--- config.mk ---
export PLATFORM = sky130hd
export DESIGN_NAME = simon_sequencer
export DESIGN_NICKNAME = d
export VERILOG_FILES = /design/src/rtl/simon_sequencer.sv
export SDC_FILE = /design/constraint.sdc
export NUM_CORES = 1
export LEC_CHECK = 0
export CORE_MARGIN = 2
export CORE_UTILIZATION = 65
export CTS_BUF_LIST = sky130_fd_sc_hd__clkbuf_8
export CTS_CLUSTER_DIAMETER = 60
export DETAILED_ROUTE_END_ITERATION = 10
export HOLD_SLACK_MARGIN = 0.06
export PLACE_DENSITY = 0.9
export SLEW_MARGIN = 10
export SYNTH_ARGS = -nofsm -noshare
export SYNTH_HDL_FRONTEND = slang
export SYNTH_SLANG_ARGS = --single-unit
--- constraint.sdc ---
create_clock -name CLOCK_50 -period 7.9 [get_ports CLOCK_50]
set_input_delay 1.185 -clock CLOCK_50 [delete_from_list [all_inputs] [get_ports CLOCK_50]]
set_output_delay 1.185 -clock CLOCK_50 [all_outputs]
set_load 0.01 [all_outputs]
--- src/rtl/simon_sequencer.sv ---
// simon_sequencer: Simon Says game controller.
// Builds a pseudo-random colour sequence, plays it back one step at a time as
// a one-hot colour, then checks the player's key presses against it. Each
// correct round adds one step until the level target is reached (win). A
// wrong key or a timeout ends the game (lose).
module simon_sequencer #(
  parameter int          MAX_LEN       = 20,
  parameter int          TICKS_ON      = 25_000_000,
  parameter int          TICKS_OFF     = 12_500_000,
  parameter int          TICKS_TIMEOUT = 250_000_000,
  parameter logic [15:0] LFSR_SEED     = 16'hACE1
) (
  input  logic       CLOCK_50,
  input  logic       reset,
  input  logic       start,
  input  logic [2:0] level,
  input  logic [3:0] key_n,
  output logic [1:0] state,
  output logic [3:0] color,
  output logic [4:0] round,
  output logic       win,
  output logic       lose
);

  typedef enum logic [2:0] {
    S_IDLE,
    S_ADD,
    S_PLAY_ON,
    S_PLAY_OFF,
    S_USER,
    S_WIN,
    S_LOSE
  } fsm_t;

  localparam logic [1:0] ST_IDLE = 2'b00;
  localparam logic [1:0] ST_PLAY = 2'b01;
  localparam logic [1:0] ST_USER = 2'b10;
  localparam logic [1:0] ST_DONE = 2'b11;

  localparam logic [31:0] ON_LAST  = 32'(TICKS_ON - 1);
  localparam logic [31:0] OFF_LAST = 32'(TICKS_OFF - 1);
  localparam logic [31:0] TO_LAST  = 32'(TICKS_TIMEOUT - 1);

  fsm_t        fsm;
  logic [15:0] lfsr;
  logic        lfsr_fb;
  logic [1:0]  seq [MAX_LEN];
  logic [4:0]  len;
  logic [4:0]  idx;
  logic [4:0]  idx_next;
  logic [4:0]  target;
  logic [4:0]  target_new;
  logic [2:0]  lvl;
  logic [31:0] timer;
  logic        next_add;
  logic        last_step;

  logic [3:0]  sync1;
  logic [3:0]  ks;
  logic [3:0]  kp;
  logic        ks_onehot;
  logic [1:0]  ks_code;
  logic        press;
  logic        press_match;

  // The colour code c lights the lamp 1<<c.
  function automatic logic [3:0] code_to_onehot(input logic [1:0] c);
    code_to_onehot = 4'b0001 << c;
  endfunction

  assign round = len;

  // Left-shifting Fibonacci LFSR, polynomial x^16+x^14+x^13+x^11+1.
  assign lfsr_fb = lfsr[15] ^ lfsr[13] ^ lfsr[12] ^ lfsr[10];

  // LFSR free-runs every cycle so the sequence depends on when start arrives.
  always_ff @(posedge CLOCK_50) begin
    if (reset) lfsr <= LFSR_SEED;
    else       lfsr <= {lfsr[14:0], lfsr_fb};
  end

  // Two-flop synchronizer for the active-low keys, plus a delayed copy for edge detection.
  always_ff @(posedge CLOCK_50) begin
    if (reset) begin
      sync1 <= 4'd0;
      ks    <= 4'd0;
      kp    <= 4'd0;
    end else begin
      sync1 <= ~key_n;
      ks    <= sync1;
      kp    <= ks;
    end
  end

  assign ks_onehot = (ks == 4'b0001) || (ks == 4'b0010) ||
                     (ks == 4'b0100) || (ks == 4'b1000);

  // A press only counts when coming from no keys to exactly one key.
  assign press = (kp == 4'd0) && ks_onehot;

  // Encode the single held key back into a colour code.
  always_comb begin
    ks_code = 2'd0;
    case (ks)
      4'b0010: ks_code = 2'd1;
      4'b0100: ks_code = 2'd2;
      4'b1000: ks_code = 2'd3;
      default: ks_code = 2'd0;
    endcase
  end

  assign press_match = (ks_code == seq[idx]);
  assign last_step   = (idx == len - 5'd1);
  assign idx_next    = idx + 5'd1;

  // Level 0 plays as level 1 and levels above 5 play as level 5; four steps per level.
  always_comb begin
    lvl = level;
    if (level == 3'd0)      lvl = 3'd1;
    else if (level > 3'd5)  lvl = 3'd5;
  end

  assign target_new = {lvl, 2'b00};

  // Sequence storage is only written while adding a step; reset leaves old contents behind.
  always_ff @(posedge CLOCK_50) begin
    if (!reset && fsm == S_ADD) seq[len] <= lfsr[1:0];
  end

  // Game FSM with registered state, colour and result outputs.
  always_ff @(posedge CLOCK_50) begin
    if (reset) begin
      fsm      <= S_IDLE;
      len      <= 5'd0;
      idx      <= 5'd0;
      timer    <= 32'd0;
      target   <= 5'd0;
      next_add <= 1'b0;
      state    <= ST_IDLE;
      color    <= 4'd0;
      win      <= 1'b0;
      lose     <= 1'b0;
    end else begin
      case (fsm)
        S_IDLE: begin
          state <= ST_IDLE;
          color <= 4'd0;
          if (start) begin
            target <= target_new;
            len    <= 5'd0;
            fsm    <= S_ADD;
            state  <= ST_PLAY;
          end
        end

        S_ADD: begin
          len   <= len + 5'd1;
          idx   <= 5'd0;
          timer <= 32'd0;
          fsm   <= S_PLAY_ON;
          state <= ST_PLAY;
          // Step 0 is the value being written right now when the sequence is empty.
          color <= (len == 5'd0) ? code_to_onehot(lfsr[1:0]) : code_to_onehot(seq[0]);
        end

        S_PLAY_ON: begin
          if (timer == ON_LAST) begin
            timer <= 32'd0;
            color <= 4'd0;
            fsm   <= S_PLAY_OFF;
          end else begin
            timer <= timer + 32'd1;
          end
        end

        S_PLAY_OFF: begin
          if (timer == OFF_LAST) begin
            timer <= 32'd0;
            if (next_add) begin
              next_add <= 1'b0;
              fsm      <= S_ADD;
            end else if (last_step) begin
              idx   <= 5'd0;
              fsm   <= S_USER;
              state <= ST_USER;
              color <= 4'd0;
            end else begin
              idx   <= idx_next;
              color <= code_to_onehot(seq[idx_next]);
              fsm   <= S_PLAY_ON;
            end
          end else begin
            timer <= timer + 32'd1;
          end
        end

        S_USER: begin
          color <= ks_onehot ? ks : 4'd0;
          if (press) begin
            if (!press_match) begin
              fsm   <= S_LOSE;
              state <= ST_DONE;
              color <= 4'd0;
              lose  <= 1'b1;
            end else if (!last_step) begin
              idx   <= idx_next;
              timer <= 32'd0;
            end else if (len == target) begin
              fsm   <= S_WIN;
              state <= ST_DONE;
              color <= 4'd0;
              win   <= 1'b1;
            end else begin
              next_add <= 1'b1;
              timer    <= 32'd0;
              color    <= 4'd0;
              fsm      <= S_PLAY_OFF;
              state    <= ST_PLAY;
            end
          end else if (timer == TO_LAST) begin
            fsm   <= S_LOSE;
            state <= ST_DONE;
            color <= 4'd0;
            lose  <= 1'b1;
          end else begin
            timer <= timer + 32'd1;
          end
        end

        S_WIN, S_LOSE: begin
          color <= 4'd0;
          state <= ST_DONE;
          if (start) begin
            win    <= 1'b0;
            lose   <= 1'b0;
            target <= target_new;
            len    <= 5'd0;
            fsm    <= S_ADD;
            state  <= ST_PLAY;
          end
        end

        default: begin
          fsm   <= S_IDLE;
          state <= ST_IDLE;
          color <= 4'd0;
        end
      endcase
    end
  end

endmodule
**Word level (Yosys, flattened, before mapping)**

Memory sizes are Yosys's and may differ from the RTL's. A register that Yosys moved wholly into a read port is not among the register bits.
Cells that the tools add are included.

- Add/subtract/negate cells: 4
- Magnitude comparators: 1
- Eq/ne operators: 34
- Shift operators: 3
- Multiplexer cells: 73
- Bitwise operators: 5
- Reductions and logical operators: 27

Operator list:

| cell | count |
|---|---|
| 32-bit two-way mux | 7 |
| 32-bit one-hot mux with 4 select lines | 1 |
| 5-bit two-way mux | 9 |
| 4-bit two-way mux | 10 |
| 3-bit two-way mux | 12 |
| 32-bit by 1-bit adder with 32-bit output, second input constant | 1 |
| 32-bit by 24-bit == test with 1-bit output, second input constant | 1 |
| 32-bit by 25-bit == test with 1-bit output, second input constant | 1 |
| 32-bit by 28-bit == test with 1-bit output, second input constant | 1 |
| 6-bit AND reduction | 4 |
| 2-bit != test, second input constant | 11 |
| 2-bit two-way mux | 9 |
| 1-bit two-way mux | 16 |
| 4-bit one-hot mux with 4 select lines | 1 |
| 3-bit one-hot mux with 5 select lines | 1 |
| 5-bit one-hot mux with 3 select lines | 1 |
| 3-bit != test, second input constant | 4 |
| 2-bit one-hot mux with 6 select lines | 1 |
| 1-bit by 2-bit left shift with 4-bit output, first input constant | 3 |
| 5-bit by 1-bit adder with 5-bit output, second input constant | 2 |
| 5-bit == test | 2 |
| 5-bit one-hot mux with 2 select lines | 1 |
| 3-bit == test, second input constant | 3 |
| 4-bit != test, second input constant | 2 |
| 30 further kinds | 43 |

- Flip-flop bits (word level): 85
- Memory bits (writable): 40
- Input bits: 10
- Output and inout bits: 13
- Logic and storage cells: 162
- Memories kept: 1

Memories:

| name | depth | width | read ports | clocked after memory_dff | wr ports | RTL line | RTL |
|---|---|---|---|---|---|---|---|
| seq | 20 | 2 | 3 | 1 | 1 | 47 | `logic [1:0] seq [MAX_LEN];` |

**Longest topological paths before layout**

Gate-level depths: netlist of run 1.

- Word-level depth: 9
- Gate-level depth with buffers: 11
- Depth with buffers taken out: 10

**Least setup slack after synthesis of run 1**

No wires, ideal clock.

- Path kind: reg-to-reg
- Start point: register idx[0]
- End point: register color[3]
- Setup time: 0.115 ns
- Arrival time: 2.734 ns
- Data required time: 7.785 ns
- Path slack: 5.051 ns
- Cell stages (with the launch flop): 10
- Buffers on the path: 1
- Clock period less this slack: 2.849 ns
- Cells stage by stage: dfxtp_1 > ha_1 > buf_2 > mux4_2 > mux4_2 > mux2_2 > and3_1 > nand2b_1 > o311ai_0 > o21a_1

- Word-level cells in the longest chain between the ends: 7
- Elaborated cells between the ends (all ways): 11
- Classes of those cells: add/sub: 1; eq/ne: 1; shift: 1; mux: 7; memory: 1

RTL lines:

| item | RTL line | RTL |
|---|---|---|
| start, declared | 49 | `logic [4:0] idx;` |
| start signal, assigned | 188 | `idx <= idx_next;` |
| start signal, assigned | 206 | `idx <= idx_next;` |
| 5-bit by 1-bit adder with 5-bit output | 114 | `assign idx_next = idx + 5'd1;` |
| memory read 20 x 2 bit | n/a |  |
| 1-bit by 2-bit left shift with 4-bit output | 68 | `code_to_onehot = 4'b0001 << c;` |
| 4-bit two-way mux | 182 | `end else if (last_step) begin` |
| 4-bit two-way mux | 179 | `if (next_add) begin` |
| 4-bit two-way mux | 177 | `if (timer == OFF_LAST) begin` |
| 4-bit one-hot mux with 4 select lines (*) | 144 | `case (fsm)` |
| end signal, assigned | 163 | `color <= (len == 5'd0) ? code_to_onehot(lfsr[1:0]) : code_to_onehot(seq[0]);` |
| end signal, assigned | 189 | `color <= code_to_onehot(seq[idx_next]);` |
| end signal, assigned | 198 | `color <= ks_onehot ? ks : 4'd0;` |
| end, declared | 19 | `output logic [3:0] color,` |

Every way passes the cells marked *; elsewhere a longest branch is shown, timed or not. The select of a mux whose other input is x is not followed.
A chain may end at the register's enable or synchronous reset.

**Final worst setup path of run 1**

Ends and elaborated chain as after synthesis.

==> impl_metrics.py, run 1 <==
metrics = {
    "grt": {
        "track_usage_pct": 31.5,
        "grt-ovfl-total": 0,
        "grt_max_degree": 57,
        "grt_antenna_before_repair": 0,
        "grt_pass1_vias": 5186,
        "grt_pass1_wl_mm": 26.7,
    },
    "yosys": {
        "synthCells": 661,
        "avgSynthCellArea_um2": 9.90,
        "synth_top_area_cell": "dfxtp_1",
        "ys_seq_area_share_pct": 45.9,
        "syn_area_mm2": 0.00655,
        "ys_warn_count": 0,
        "ys_top_cells_by_area": "dfxtp_1, edfxtp_1, mux4_2",
        "synth_cell_types": 74,
        "async_flop_share_pct": 0,
        "synthFlopType": "dfxtp_1",
        "synth_nets": 678,
        "ys_ff_latch": 130,
        "yosys-top-cells-count": "nor2_1, dfxtp_1, nand2_1",
        "synth-edff-count": 40,
        "yosysTopAreaCellShare_pct": 27.5,
        "yosysMostFrequentCell": "nor2_1",
    },
    "floorplan": {
        "fp.coreArea_mm2": 0.00977,
        "row_count": 36,
        "num_io_pins": 23,
        "start_util_pct": 67.0,
        "die_w_um": 104,
        "die_y_um": 104,
        "dieArea_mm2": 0.0109,
    },
    "setup_path": {
        "worstSetupStartpointType": "flip-flop",
        "cp.required_ns": 8.26,
        "path_max_fanout": 15,
        "cp.arrival_ns": 3.95,
        "r2r_slack_ns": 4.31,
        "path_class": "reg2reg",
        "end_kind": "flip-flop",
    },
    "layout": {
        "diodes": 0,
        "nets": 684,
        "areaGrowthSynthToFinish_pct": 9.46,
        "drive_above_1_share_pct": 10.7,
        "final.fill_count": 665,
    },
    "place": {
        "io_buffer_count": 22,
        "dp_hpwl_mm": 11.4,
        "gp_congestion": 0.909,
    },
    "clock_network": {
        "cts_tree": "built",
        "cts_sinks": 130,
        "clk_pin_slew_ns": 0.08,
        "post_cts_buffers": 0,
        "cts_buffers": 17,
        "clock_latency_ns": 0.46,
        "htree_levels": 4,
        "clock_path_buffers": 2,
        "cts_root_buf": "clkbuf_8",
        "cts_hold_buf": 0,
        "cts-resized-gates": 0,
    },
    "timing": {
        "drv_slew": 0,
        "hold_violations": 0,
        "post-route-period-util_pct": 45.4,
        "skew_ns": 0.0132,
        "clock.fmax_mhz": 279,
        "min_period_ns": 3.59,
        "fin_setup_tns_ns": 0,
        "rsz0062_at_grt": "no",
        "timing.max_slew.rel_slack_pct": 15.4,
        "setup_viol": 0,
        "tightest_slew_ns": 1.26,
    },
    "route": {
        "ant_nets": 0,
        "viasPerCell": 6.87,
        "routed_wl_mm": 16.6,
        "drcViolationCount": 0,
        "wl_per_cell_um": 20.4,
        "firstDrtPassIters": 10,
        "vias": 5583,
        "initialDrtViolationCount": 895,
    },
    "run": {
        "cap_violations": 0,
    },
    "worst_hold_path": {
        "hp-class": "reg2reg",
    },
    "power": {
        "total_power_uw": 1900,
        "power_density_mw_per_mm2": 266,
        "leakagePower_uw": 0.00236,
        "peakVddDrop_mv": 0.196,
    },
    "run_status": {
        "status": "finished, final reports clean",
    },
}
logic make-up (layout without fill, tap and decap cells):
kind of cell | after synthesis | count (layout) | synth area share [%]
AO/OA/AOI/OAI | 132 | 132 | 14.1
flip-flops | 130 | 130 | 45.9
adder cells (fa/ha/maj) | 7 | 7 | 1.34
XOR/XNOR | 22 | 22 | 3.06
AND/OR/NAND/NOR | 286 | 286 | 21.8
multiplexers | 39 | 39 | 10.0
buffers and inverters | 45 | 64 | 3.77
final timing paths:
| kind | startpoint | to | depth (start not counted) |
|---|---|---|---|
| hold / removal | lfsr[14] | lfsr[15] | 1 |
| setup / recovery | idx[0] | color[3] | 8 |
| setup reg to reg | idx[0] | color[3] | 8 |
| hold reg to reg | lfsr[14] | lfsr[15] | 1 |
report_power, final:
group          internal (uW)  switching [uW]
sequential               726            56.2
combinational            172             326
clock                    349             276
state kept, by name, indices dropped and copies added (netlist names), named ones only:
name and count:
round 5, seq 40, ks 4, fsm 3, win 1, kp 4
timer 32, next_add 1, sync1 4, state 2, target 3, color 4
lose 1, idx 5, lfsr 16
per-stage QoR:
stage	util [%]	setup WS, ns	std cells	hold slack, ns	area [um2]
after floorplan	-	5.05	661	0.389	6550
after CTS	73.3	4.41	813	0.420	7170
after detailed placement	68.8	4.42	781	0.397	6730
after global placement	68.8	4.63	781	0.395	6730
final	73.3	4.31	813	0.415	7170
after global routing	73.3	4.18	813	0.430	7170
metal layers:
layer	vias to the layer above	global-route usage, %	share of wire (%)
li1	2465	-	-
met1	2646	42.1	40
met2	386	46.7	46
met3	86	9.02	10
met4	0	16.6	4.7
met5	-	0	0
worst max-delay path: stages (launching register included):
cell and delay [ns]:
dfxtp_1 0.77, ha_1 0.68, mux4_2 0.59, mux4_2 0.48, mux2_2 0.31, and3_1 0.21
nand2b_1 0.08, o311ai_0 0.16, o21a_1 0.22
layout by cell type, fill, tap and decap left out, drive strengths merged, types with 6 or more instances in the layout:
cell type	n
a211oi	6
a21o	8
a21oi	38
a311oi	22
and3	6
clkbuf	21
clkdlybuf4s50	21
dfxtp	90
edfxtp	40
ha	7
inv	12
mux2i	18
mux4	20
nand2	54
nand2b	7
nand3	21
nand3b	6
nand4	10
nor2	96
nor2b	18
nor3	21
nor4	10
o21ai	23
or2	7
xnor2	9
xor2	13
layout make-up:
cell class                 instances  area [um2]  area share [%]
clock buffer                      21         289            4.03
clock inverter                    11         150            2.10
inverter                           8        30.0           0.419
multi-input combinational        486        3300            46.0
sequential                       130        3000            41.9
tap                              133         166            2.32
timing repair buffer              24         230            3.21
(Power assumes the default switching activity.)
==> run 2, diff against run 1 <==
- CORE_UTILIZATION: 65 -> 57
- PLACE_DENSITY: 0.9 -> 0.84
- clock period: 7.9 -> 3.18 ns (I/O delays scaled with it)
==> impl_metrics.py, run 2 (synthesis gave the netlist of run 1 again) <==
metrics = {
    "run_status": {
        "status": "finished, final reports clean",
    },
    "floorplan": {
        "start_util_pct": 57.8,
        "row_count": 39,
        "die_y_um": 111,
        "dieArea_mm2": 0.0124,
        "die_w_um": 111,
        "fp.coreArea_mm2": 0.0113,
        "num_io_pins": 23,
    },
    "setup_path": {
        "cpMostUsedCell": "mux4_2",
        "crit_buf_inv": 1,
        "end_kind": "flip-flop",
        "cp_top_family": "multiplexers",
        "cp.arrival_ns": 3.28,
        "path_max_fanout": 11,
        "slowest_stage": "mux4_2",
        "critical_path.cell_chain": "ha_1 > buf_4 > mux4_2 > mux4_2 > mux2_2 > and3_1 > nand2b_1 > o311ai_0 > o21a_1",
        "cp.required_ns": 3.52,
        "worstSetupStartpointType": "flip-flop",
        "max_stage_delay_ns": 0.53,
        "path_class": "reg2reg",
    },
    "timing": {
        "clock.fmax_mhz": 340,
        "setup_viol": 0,
        "min_period_ns": 2.94,
        "hold_violations": 0,
        "skew_ns": 0.0105,
        "rsz0062_at_grt": "no",
        "timing.max_slew.rel_slack_pct": 46.3,
        "fin_setup_tns_ns": 0,
        "drv_slew": 0,
        "tightest_slew_ns": 0.800,
        "fin_ws_ns": 0.242,
        "post-route-period-util_pct": 92.4,
    },
    "clock_network": {
        "cts_buffers": 17,
        "post_cts_buffers": 0,
        "cts_tree": "built",
        "cts-resized-gates": 0,
        "clock_latency_ns": 0.45,
        "cts_root_buf": "clkbuf_8",
        "clock_path_buffers": 2,
        "clk_pin_slew_ns": 0.07,
        "cts_sinks": 130,
        "htree_levels": 4,
        "cts_hold_buf": 0,
    },
    "grt": {
        "grt_max_degree": 34,
        "grt-ovfl-total": 0,
        "grt_antenna_before_repair": 0,
        "grt_pass1_vias": 5302,
        "track_usage_pct": 26.6,
        "grt_pass1_wl_mm": 26.2,
    },
    "layout": {
        "drive_above_1_share_pct": 13.0,
        "design_area_mm2": 0.00732,
        "diodes": 0,
        "final_util_pct": 64.7,
        "reg.largest.list": "seq (40), timer (32), lfsr (16)",
        "largest_register_ffs": 40,
        "areaGrowthSynthToFinish_pct": 11.8,
        "regMostFlops": "seq",
        "layout_commonest_cell": "nor2_1",
        "nets": 703,
        "layout_common_cells": "nor2_1, dfxtp_1, nand2_1",
    },
    "power": {
        "peakVddDrop_mv": 0.588,
        "leakagePower_uw": 0.00245,
        "power_density_mw_per_mm2": 657,
    },
    "run": {
        "cap_violations": 0,
    },
    "place": {
        "place_area_mm2": 0.00688,
        "gp_congestion": 0.951,
        "dp_hpwl_mm": 11.5,
        "post-place-ws_ns": 0.303,
        "io_buffer_count": 22,
    },
    "route": {
        "ant_nets": 0,
        "wl_per_cell_um": 19.1,
        "initialDrtViolationCount": 475,
        "routed_wl_mm": 16.1,
        "drcViolationCount": 0,
        "viasPerCell": 6.39,
        "vias": 5377,
        "firstDrtPassIters": 5,
    },
    "worst_hold_path": {
        "hp-class": "reg2reg",
    },
}
-- run 2: stage by stage --
stage | hold slack (ns) | cells | total power, uW
after floorplan | 0.389 | 661 | 2870
after global placement | 0.395 | 810 | 3230
after detailed placement | 0.393 | 810 | 3270
after CTS | 0.414 | 842 | 4800
after global routing | 0.434 | 842 | 5020
final | 0.412 | 842 | 4810
-- run 2: final timing paths --
kind,from,slack (ns),end,cells past startpoint
worst max-delay path,idx[1],0.24,color[3],9
worst min-delay path,lfsr[9],0.41,lfsr[10],1
worst max register to register,idx[1],0.24,color[3],9
worst min register to register,lfsr[9],0.41,lfsr[10],1
-- run 2: area by class of cell --
type                    count  area [um2]
fillers                   902        4000
repair buffers             43         373
clock buffers              18         248
clock inverters            14         190
multi-input cells         486        3300
inverters                   8        30.0
flip-flops and latches    130        3000
well taps                 143         179
-- run 2: worst register-to-register path: cells and delay by family (launching register included) --
kind                     cells  cell delay (ns)
adder cells (fa/ha/maj)      1             0.30
buffers and inverters        1             0.23
AO/OA/AOI/OAI                2             0.34
flip-flops                   1             0.36
AND/OR/NAND/NOR              2             0.28
multiplexers                 3             1.32
-- run 2: power by group --
part	internal [uW]	switching (uW)	total, uW	leakage [uW]
Clock	872	666	1540	0.000218
Sequential	1800	106	1910	0.00109
Combinational	502	856	1360	0.00114
-- run 2: per-layer routing --
metal / vias up / track usage, % / wire length, um
met5: - / 0 / 0
met1: 2610 / 33.3 / 6620
met2: 230 / 43.9 / 8020
met3: 35 / 7.33 / 1080
met4: 0 / 10.1 / 359
li1: 2502 / - / -
